<file path="config.mk">
export PLATFORM = sky130hd
export DESIGN_NAME = uart_word_loader
export DESIGN_NICKNAME = d
export VERILOG_FILES = /design/src/rtl/uart_word_loader.sv
export SDC_FILE = /design/constraint.sdc
export NUM_CORES = 1
export LEC_CHECK = 0
export CORE_MARGIN = 4
export CORE_UTILIZATION = 45
export DETAILED_ROUTE_END_ITERATION = 12
export GPL_TIMING_DRIVEN = 0
export PLACE_DENSITY = 0.66
export SLEW_MARGIN = 5
export SYNTH_ARGS = -nofsm -noshare
export SYNTH_HDL_FRONTEND = slang
export SYNTH_SLANG_ARGS = --single-unit
</file>
<file path="constraint.sdc">
create_clock -name sys_clock -period 4.6 [get_ports sys_clock]
set_input_delay 1.15 -clock sys_clock [delete_from_list [all_inputs] [get_ports sys_clock]]
set_output_delay 1.15 -clock sys_clock [all_outputs]
set_load 0.05 [all_outputs]
</file>
<file path="src/rtl/uart_word_loader.sv">
// uart_word_loader
//   Boot-path front end. Receives 8N1 UART bytes (LSB first) on rxd, packs them
//   little-endian into 32-bit words and queues each word with a running word
//   address in a small FIFO. The FIFO drains over a valid/ready handshake.
//
// Ports
//   sys_clock   in   clock, rising edge
//   reset       in   asynchronous, active-low
//   rxd         in   raw UART line, asynchronous, idles high
//   word_data   out  word at the FIFO head, byte k in bits [8k+7:8k]
//   word_addr   out  word index of the FIFO head entry
//   word_valid  out  FIFO not empty
//   word_ready  in   consumer takes the head word when word_valid && word_ready
//   busy        out  receiver not idle, or a partial word is being assembled
//   frame_err   out  one-cycle pulse on a bad stop bit
//   overflow    out  sticky, a completed word was dropped on a full FIFO
//   done        out  one-cycle pulse when the announced length has been loaded
//
// Build option
//   UART_LOADER_LEN_HDR_EN  first 4 bytes after reset give the payload length in
//                           bytes; the tail is zero-padded and done pulses. When
//                           undefined there is no header and done is tied to 0.
//
// RX states
//   state   | meaning
//   IDLE    | line high, waiting for a start edge
//   START   | timing to mid start bit, rejects glitches
//   DATA    | sampling 8 data bits, one per bit time
//   STOP    | sampling the stop bit
//   WAIT_HI | bad stop bit seen, waiting for the line to return high

module uart_word_loader #(
  parameter int CLKS_PER_BIT = 5,
  parameter int FIFO_DEPTH   = 4,
  parameter int ADDR_W       = 16
) (
  input  logic              sys_clock,
  input  logic              reset,
  input  logic              rxd,
  output logic [31:0]       word_data,
  output logic [ADDR_W-1:0] word_addr,
  output logic              word_valid,
  input  logic              word_ready,
  output logic              busy,
  output logic              frame_err,
  output logic              overflow,
  output logic              done
);

  localparam int TW = $clog2(CLKS_PER_BIT);
  localparam int PW = $clog2(FIFO_DEPTH);
  localparam logic [TW-1:0] FULL_LD = TW'(CLKS_PER_BIT - 1);
  localparam logic [TW-1:0] HALF_LD = TW'(CLKS_PER_BIT / 2 - 1);

  typedef enum logic [2:0] {IDLE, START, DATA, STOP, WAIT_HI} rx_state_t;

  logic            rx_meta, rxs;
  rx_state_t       state_q, state_d;
  logic [TW-1:0]   timer_q, timer_d;
  logic [2:0]      bit_q, bit_d;
  logic [7:0]      shift_q, shift_d;
  logic            byte_stb, bad_stop;

  logic [1:0]      lane_q;
  logic [31:0]     buf_q, asm_word;
  logic            accept, push, hdr_cap;

  logic [31:0]       mem_data [FIFO_DEPTH];
  logic [ADDR_W-1:0] mem_addr [FIFO_DEPTH];
  logic [PW:0]       wr_ptr, rd_ptr;
  logic [ADDR_W-1:0] addr_cnt;
  logic              full, empty, pop;

  // two-flop synchroniser, idles high so reset does not look like a start bit
  always_ff @(posedge sys_clock or negedge reset) begin
    if (!reset) begin
      rx_meta <= 1'b1;
      rxs     <= 1'b1;
    end else begin
      rx_meta <= rxd;
      rxs     <= rx_meta;
    end
  end

  always_ff @(posedge sys_clock or negedge reset) begin
    if (!reset) begin
      state_q <= IDLE;
      timer_q <= '0;
      bit_q   <= '0;
      shift_q <= '0;
    end else begin
      state_q <= state_d;
      timer_q <= timer_d;
      bit_q   <= bit_d;
      shift_q <= shift_d;
    end
  end

  // the bit timer counts down; every sample is taken at terminal count
  always_comb begin
    state_d  = state_q;
    timer_d  = timer_q;
    bit_d    = bit_q;
    shift_d  = shift_q;
    byte_stb = 1'b0;
    bad_stop = 1'b0;
    case (state_q)
      IDLE: begin
        if (!rxs) begin
          state_d = START;
          timer_d = HALF_LD;
          bit_d   = '0;
        end
      end
      START: begin
        if (timer_q == '0) begin
          if (rxs) begin
            state_d = IDLE;
          end else begin
            state_d = DATA;
            timer_d = FULL_LD;
          end
        end else begin
          timer_d = timer_q - 1'b1;
        end
      end
      DATA: begin
        if (timer_q == '0) begin
          shift_d = {rxs, shift_q[7:1]};
          timer_d = FULL_LD;
          if (bit_q == 3'd7) state_d = STOP;
          else               bit_d   = bit_q + 3'd1;
        end else begin
          timer_d = timer_q - 1'b1;
        end
      end
      STOP: begin
        if (timer_q == '0) begin
          if (rxs) begin
            byte_stb = 1'b1;
            state_d  = IDLE;
          end else begin
            bad_stop = 1'b1;
            state_d  = WAIT_HI;
          end
        end else begin
          timer_d = timer_q - 1'b1;
        end
      end
      WAIT_HI: begin
        if (rxs) state_d = IDLE;
      end
      default: state_d = IDLE;
    endcase
  end

  // current partial word with the freshly received byte dropped into its lane
  always_comb begin
    asm_word = buf_q;
    asm_word[{lane_q, 3'b000} +: 8] = shift_q;
  end

`ifdef UART_LOADER_LEN_HDR_EN
  logic        hdr_done_q, finished_q, zero_pend_q, hit_len, take;
  logic [31:0] len_q, cnt_q;

  always_comb begin
    hdr_cap = byte_stb && !hdr_done_q && (lane_q == 2'd3);
    take    = byte_stb && hdr_done_q && !finished_q;
    hit_len = take && ((cnt_q + 32'd1) == len_q);
    push    = take && ((lane_q == 2'd3) || hit_len);
    accept  = byte_stb && !finished_q;
  end

  always_ff @(posedge sys_clock or negedge reset) begin
    if (!reset) begin
      hdr_done_q  <= 1'b0;
      finished_q  <= 1'b0;
      zero_pend_q <= 1'b0;
      len_q       <= '0;
      cnt_q       <= '0;
      done        <= 1'b0;
    end else begin
      zero_pend_q <= hdr_cap && (asm_word == 32'd0);
      // done lands with word_valid of the final push, or one cycle after an empty header
      done        <= hit_len || zero_pend_q;
      if (hdr_cap) begin
        hdr_done_q <= 1'b1;
        len_q      <= asm_word;
        if (asm_word == 32'd0) finished_q <= 1'b1;
      end
      if (take) cnt_q <= cnt_q + 32'd1;
      if (hit_len) finished_q <= 1'b1;
    end
  end
`else
  always_comb begin
    hdr_cap = 1'b0;
    accept  = byte_stb;
    push    = byte_stb && (lane_q == 2'd3);
  end

  assign done = 1'b0;
`endif

  assign empty = (wr_ptr == rd_ptr);
  assign full  = (wr_ptr[PW] != rd_ptr[PW]) && (wr_ptr[PW-1:0] == rd_ptr[PW-1:0]);
  assign pop   = !empty && word_ready;

  always_ff @(posedge sys_clock or negedge reset) begin
    if (!reset) begin
      lane_q    <= '0;
      buf_q     <= '0;
      addr_cnt  <= '0;
      wr_ptr    <= '0;
      rd_ptr    <= '0;
      overflow  <= 1'b0;
      frame_err <= 1'b0;
      for (int i = 0; i < FIFO_DEPTH; i++) begin
        mem_data[i] <= '0;
        mem_addr[i] <= '0;
      end
    end else begin
      frame_err <= bad_stop;
      if (push || hdr_cap) begin
        lane_q <= '0;
        buf_q  <= '0;
      end else if (accept) begin
        lane_q <= lane_q + 2'd1;
        buf_q  <= asm_word;
      end
      // the address advances even when the word is dropped, so the consumer can see the gap
      if (push) begin
        addr_cnt <= addr_cnt + 1'b1;
        if (!full || pop) begin
          mem_data[wr_ptr[PW-1:0]] <= asm_word;
          mem_addr[wr_ptr[PW-1:0]] <= addr_cnt;
          wr_ptr <= wr_ptr + 1'b1;
        end else begin
          overflow <= 1'b1;
        end
      end
      if (pop) rd_ptr <= rd_ptr + 1'b1;
    end
  end

  assign word_valid = !empty;
  assign word_data  = mem_data[rd_ptr[PW-1:0]];
  assign word_addr  = mem_addr[rd_ptr[PW-1:0]];
  assign busy       = (state_q != IDLE) || (lane_q != 2'd0);

endmodule
</file>
==> results.toml, run 1 <==
[critical_path]
critPathArrivalTime_ns = 3.22
crit_path_cell_trace = "clkbuf_1 > buf_1 > mux4_2 > clkdlybuf4s50_1"
critPathMaxFanout = 10
critical-path-max-stage-delay_ns = 0.72
cp_slowest_cell = "buf_1"
crit_path_end_kind = "output port"
crit_family = "buffers and inverters"
critPathRequiredTime_ns = 3.45
cp-start-kind = "register"
cp_num_buf_inv = 3
worstSetupPathType = "reg2out"

[placement]
dp_hpwl_mm = 16.70
port_buffers = 55
gp_congestion = 0.7406
place_area_sq_um = 13460

[clock_tree]
clk_pin_slew_worst_paths_ns = 0.06
postCtsSetupBuffers = 0
cts_buffers = 29
cts_sinks = 269
clk-insertion-delay-late_ns = 0.53
h-tree-depth = 1
clock_path_buffers = 3
root_buffer = "clkbuf_16"
cts_tree = "done"

[die]
rows = 60
initial_core_util_pct = 45.88
die_w_um = 174.0
die_h_um = 174.0
ios = 57
core-area_sq_um = 27030
dieArea_sq_um = 30270

[finish]
fin_nets = 954
fin_area_sq_um = 14390
final.fill_count = 2249
area_delta_synth_final_pct = 16.06
drive_above_1_share_pct = 35.25
diodes = 0
multiInputGateArea_sq_um = 5240
utilization_pct = 53.25
seqCellArea_sq_um = 6734

[pwr]
peakVddDrop_uv = 294.4
p_leak_nw = 7.061
power_density_nw_per_um2 = 409.1

[logic_synthesis]
ys_seq_elements = 269
netlist_area_sq_um = 12400
synth_area_per_cell_sq_um = 14.64
syn_inst = 847
synth_ff_type = "dfrtp_1"
syn-num-nets = 866
synthArstFlopShare_pct = 100.0
synth_edf_count = 0
yosys_warnings = 0
yosysSeqAreaShare_pct = 54.31
synthDistinctLibCells = 50

[hold_path]
min_path_type = "reg2reg"

[drt]
routed_via_density = 5.582
drt-wirelength-per-cell_um = 19.97
wl_mm = 25.90
drt-initial-drc-count = 443
ant_nets = 0
vias = 7240
dr.pass1.iters = 7
drc_errors = 0

[timing]
finalCritPeriodShare_pct = 95.04
fmax_mhz = 228.7
skew_ns = 0.007175
rsz0062_at_grt = "false"
tightest_slew_ns = 0.9109
relSlewSlack_pct = 38.71
slew_violations = 0
setup_viol = 0
min_period_ns = 4.372
hold_viol_final = 0
hold_ws_ns = 0.3892
finalSetupTns_ns = 0

[job]
drv_cap = 0

[grt]
antenna_found_initial = 0
grt_pass1_wl_mm = 42.48
gr-usage-all-layers_pct = 17.13
grt_pass1_vias = 7657
grt_max_degree = 71
grt_overflow_total = 0

[run_status]
status = "finished, final reports clean"
## final timing paths
check                          start            end  slack (ns)  cells after the start
hold reg to reg              rx_meta            rxs        0.39                      0
min in group asynchronous      reset   mem_addr[52]        0.56                      1
setup reg to reg           rd_ptr[1]   mem_data[43]        1.97                      7
hold / removal               rx_meta            rxs        0.39                      0
max in group asynchronous      reset        rx_meta        2.93                      3
setup / recovery           rd_ptr[0]  word_data[23]        0.23                      4
## registers in the layout, indices dropped and copies added (netlist names)
| register | flops |
|---|---|
| overflow | 1 |
| wr_ptr | 3 |
| rx_meta | 1 |
| lane_q | 2 |
| bit_q | 3 |
| rxs | 1 |
| mem_addr | 64 |
| addr_cnt | 16 |
| shift_q | 8 |
| mem_data | 128 |
| buf_q | 32 |
| timer_q | 3 |
| rd_ptr | 3 |
| state_q | 3 |
| frame_err | 1 |
## per-layer routing
metal | vias to the layer above | wire length, um | track usage (%)
met3 | 31 | 964 | 2.545
li1 | 3261 | - | -
met4 | 0 | 456 | 3.431
met1 | 3820 | 12160 | 25.03
met2 | 128 | 12320 | 27.66
met5 | - | 0 | 0
## per-stage QoR
step / power (mW) / std cells / setup slack [ns]
finish: 5.887 / 1297 / 0.2282
global route: 6.179 / 1297 / 0.01522
CTS: 5.946 / 1298 / 0.004526
detailed placement: 3.680 / 1246 / 0.3752
global placement: 3.652 / 1243 / -9.269
floorplan: 3.326 / 847 / 1.622
## Yosys cell counts (2+ instances only)
cell type  number  area (sq um)
a21oi_1        22         110.1
a22o_1         18         157.7
a41o_1         16         160.2
and3_1          3         18.77
buf_1           5         18.77
buf_2          16         80.08
buf_4           2         15.01
buf_6           7         78.83
clkbuf_1       28         105.1
clkinv_1        2         7.510
dfrtp_1       267          6681
dfstp_2         2         52.55
ha_1           15         187.7
inv_1          32         120.1
mux2_2        135          1520
mux2_4         70          1051
mux4_2         48          1081
nand2_1        36         135.1
nand2b_1        2         12.51
nand3_1        12         60.06
nand3_2         4         40.04
nand3b_1        5         37.54
nand4_1         2         12.51
nand4b_1        3         26.28
nor2_1         16         60.06
nor3_1          4         20.02
nor4_1          3         18.77
nor4bb_1        2         20.02
o21ai_0        29         145.1
xnor2_1        19         166.4
xor2_1          3         26.28
## timing repair
action                     CTS  global route
pin swaps                    0             0
resized for setup            1             2
setup endpoints to repair    9            19
hold buffers                 0             0
## cells in the final DEF, fill, tap and decap left out, drive strengths merged, types with 16 or more instances in the layout
master,instances
xnor2,19
nand3,16
a41o,16
a22o,18
a21oi,22
inv,32
mux4,48
mux2,205
nor2,17
clkbuf,76
dfrtp,267
buf,31
nand2,36
o21ai,29
clkdlybuf4s50,54
## where the power goes
group	leakage, nW	internal (mW)	switching (mW)
Clock	0.459	1.34	0.906
Sequential	3.73	2.44	0.0984
Combinational	2.87	0.412	0.688
## logic make-up (layout without fill, tap and decap cells)
| kind of cell | after synthesis | count (layout) | synth area share [%] |
|---|---|---|---|
| flip-flops | 269 | 269 | 54.31 |
| XOR/XNOR | 22 | 22 | 1.554 |
| AND/OR/NAND/NOR | 103 | 103 | 4.652 |
| adder cells (fa/ha/maj) | 15 | 15 | 1.514 |
| AO/OA/AOI/OAI | 92 | 92 | 5.056 |
| multiplexers | 253 | 253 | 29.46 |
| buffers and inverters | 92 | 201 | 3.431 |
| other | 1 | 1 | 0.03024 |
## worst register-to-register path, cell delays in order, from the launching register on
cell and delay (ns):
dfrtp_1 0.34, clkbuf_1 0.41, xnor2_1 0.20, nand4b_1 0.36, nand3_2 0.24, buf_2 0.36
buf_6 0.26, mux2_4 0.33
## layout make-up
class                      count  share of cell area (%)
buffer                        57                   2.087
timing repair buffer          58                   4.434
multi-input combinational    486                   36.41
tap                          341                   2.965
clock buffer                  46                   6.042
clock inverter                 6                  0.3825
inverter                      34                  0.8868
sequential                   269                   46.79
No activity file was read; power rests on OpenSTA's default activity.
==> inputs of run 2 (changes only) <==
- CORE_ASPECT_RATIO: not set -> 1.4
- CTS_BUF_LIST: not set -> sky130_fd_sc_hd__clkbuf_8
- CTS_CLUSTER_DIAMETER: not set -> 200
==> results.toml, run 2 (synthesis results as in run 1) <==
[critical_path]
critPathArrivalTime_ns = 3.22
worstSetupPathType = "reg2out"
crit_path_end_kind = "output port"
reg2regPathDepth = 8
cp-start-kind = "register"
critPathMaxFanout = 10
reg2reg_slack_ns = 2.00
reg2reg_from = "timer_q[0]"
timing.rr.end = "mem_data[42]"
critPathRequiredTime_ns = 3.45
crit_end = "word_data[16]"
startpoint = "rd_ptr[0]"

[finish]
drive_above_1_share_pct = 35.98
fin_nets = 966
final_common_cell = "dfrtp_1"
most-common-layout-cells = "dfrtp_1, mux2_2, mux2_4"
final.fill_count = 2364
reg.largest.list = "mem_data x128, mem_addr x64, buf_q x32"
regMostFlops = "mem_data"
final_cell_count_no_fill = 1335
fin_area_sq_um = 14220
diodes = 0
area_delta_synth_final_pct = 14.66
largest_reg_flops = 128
utilization_pct = 52.65

[drt]
routed_via_density = 5.461
ant_nets = 0
drc_errors = 0
drt-initial-drc-count = 335
vias = 7291
drt-wirelength-per-cell_um = 19.47
wl_mm = 25.99
dr.pass1.iters = 4

[pwr]
p_leak_nw = 7.021
power_density_nw_per_um2 = 383.9
peakVddDrop_uv = 200.9

[timing]
tightest_slew_ns = 0.8391
finalCritPeriodShare_pct = 95.06
fmax_mhz = 228.7
setup_viol = 0
slew_violations = 0
hold_viol_final = 0
min_period_ns = 4.373
relSlewSlack_pct = 44.06
hold_ws_ns = 0.3550
finalSetupTns_ns = 0
rsz0062_at_grt = "false"
skew_ns = 0.02099

[grt]
antenna_found_initial = 0
grt_overflow_total = 0
grt_pass1_wl_mm = 42.70
grt_pass1_vias = 7802
grt_max_degree = 104
gr-usage-all-layers_pct = 17.73

[placement]
place_area_sq_um = 13470
dp_hpwl_mm = 17.21
dp.cells = 1269
port_buffers = 55
gp_congestion = 0.7980

[die]
die_h_um = 204.4
ios = 57
dieArea_sq_um = 30310
rows = 71
die_w_um = 148.3
initial_core_util_pct = 45.91
core-area_sq_um = 27010

[job]
drv_cap = 0

[clock_tree]
root_buffer = "clkbuf_8"
clk-insertion-delay-late_ns = 0.57
postCtsHoldBufs = 0
cts_sinks = 269
h-tree-depth = 2
cts_buffers = 42
clock_path_buffers = 3
clk_pin_slew_worst_paths_ns = 0.06
postCtsSetupBuffers = 0
cts_tree = "done"

[run_status]
status = "finished, final reports clean"

[hold_path]
min_path_type = "reg2reg"
[run 2: cell types whose count changed in the layout (fill, tap and decap cells not counted), moves of 2 or more]
cell,change
clkbuf_16,-29
clkbuf_4,-2
clkbuf_8,+40
clkinvlp_4,+2
inv_1,+12
clkbuf_1,-9
[run 2: stage by stage]
stage	total power, mW	setup WS (ns)
final	5.457	0.2271
after global routing	5.747	0.008176
after CTS	5.545	0.08112
after detailed placement	3.669	0.3816
after global placement	3.655	-9.209
after floorplan	3.326	1.622
[run 2: routing by layer]
| metal | up-vias | wire [um] | track usage, % |
|---|---|---|---|
| met2 | 141 | 13500 | 30.59 |
| met1 | 3826 | 10780 | 22.89 |
| met4 | 0 | 694 | 6.108 |
| met3 | 49 | 1013 | 2.706 |
| li1 | 3275 | - | - |
| met5 | - | 0 | 0 |
[run 2: worst min path at each step]
stage                     startpoint  end  depth (start not counted)
after floorplan              rx_meta  rxs                          0
after global placement       rx_meta  rxs                          0
after detailed placement     rx_meta  rxs                          0
after CTS                    rx_meta  rxs                          0
after global routing         rx_meta  rxs                          0
final                        rx_meta  rxs                          0
[run 2: power breakdown]
part | switching (mW) | leakage (nW) | internal (mW)
clock network | 0.899 | 0.430 | 0.945
registers | 0.0955 | 3.73 | 2.44
logic | 0.666 | 2.86 | 0.407
total | 1.66 | 7.02 | 3.80
[run 2: what timing repair did]
item	CTS	global route
resized for setup	2	2
pin swaps	0	0
cloned	0	0
setup endpoints to repair	19	4
[run 2: critical path: stages (launching register included)]
cell and delay [ns]:
dfrtp_1 0.34, clkbuf_1 0.29, buf_4 0.33, buf_2 0.40, mux4_2 0.59, clkdlybuf4s50_1 0.72
[run 2: area by class of cell]
type / instances / area, sq um / share of cell area [%]
Inverter: 34 / 127.6 / 0.8976
Multi-Input combinational cell: 486 / 5240 / 36.86
Sequential cell: 269 / 6734 / 47.36
Buffer: 57 / 299.0 / 2.103
Tap cell: 365 / 456.7 / 3.212
Timing Repair Buffer: 57 / 610.6 / 4.295
Clock inverter: 19 / 88.84 / 0.6248
Clock buffer: 48 / 660.6 / 4.647
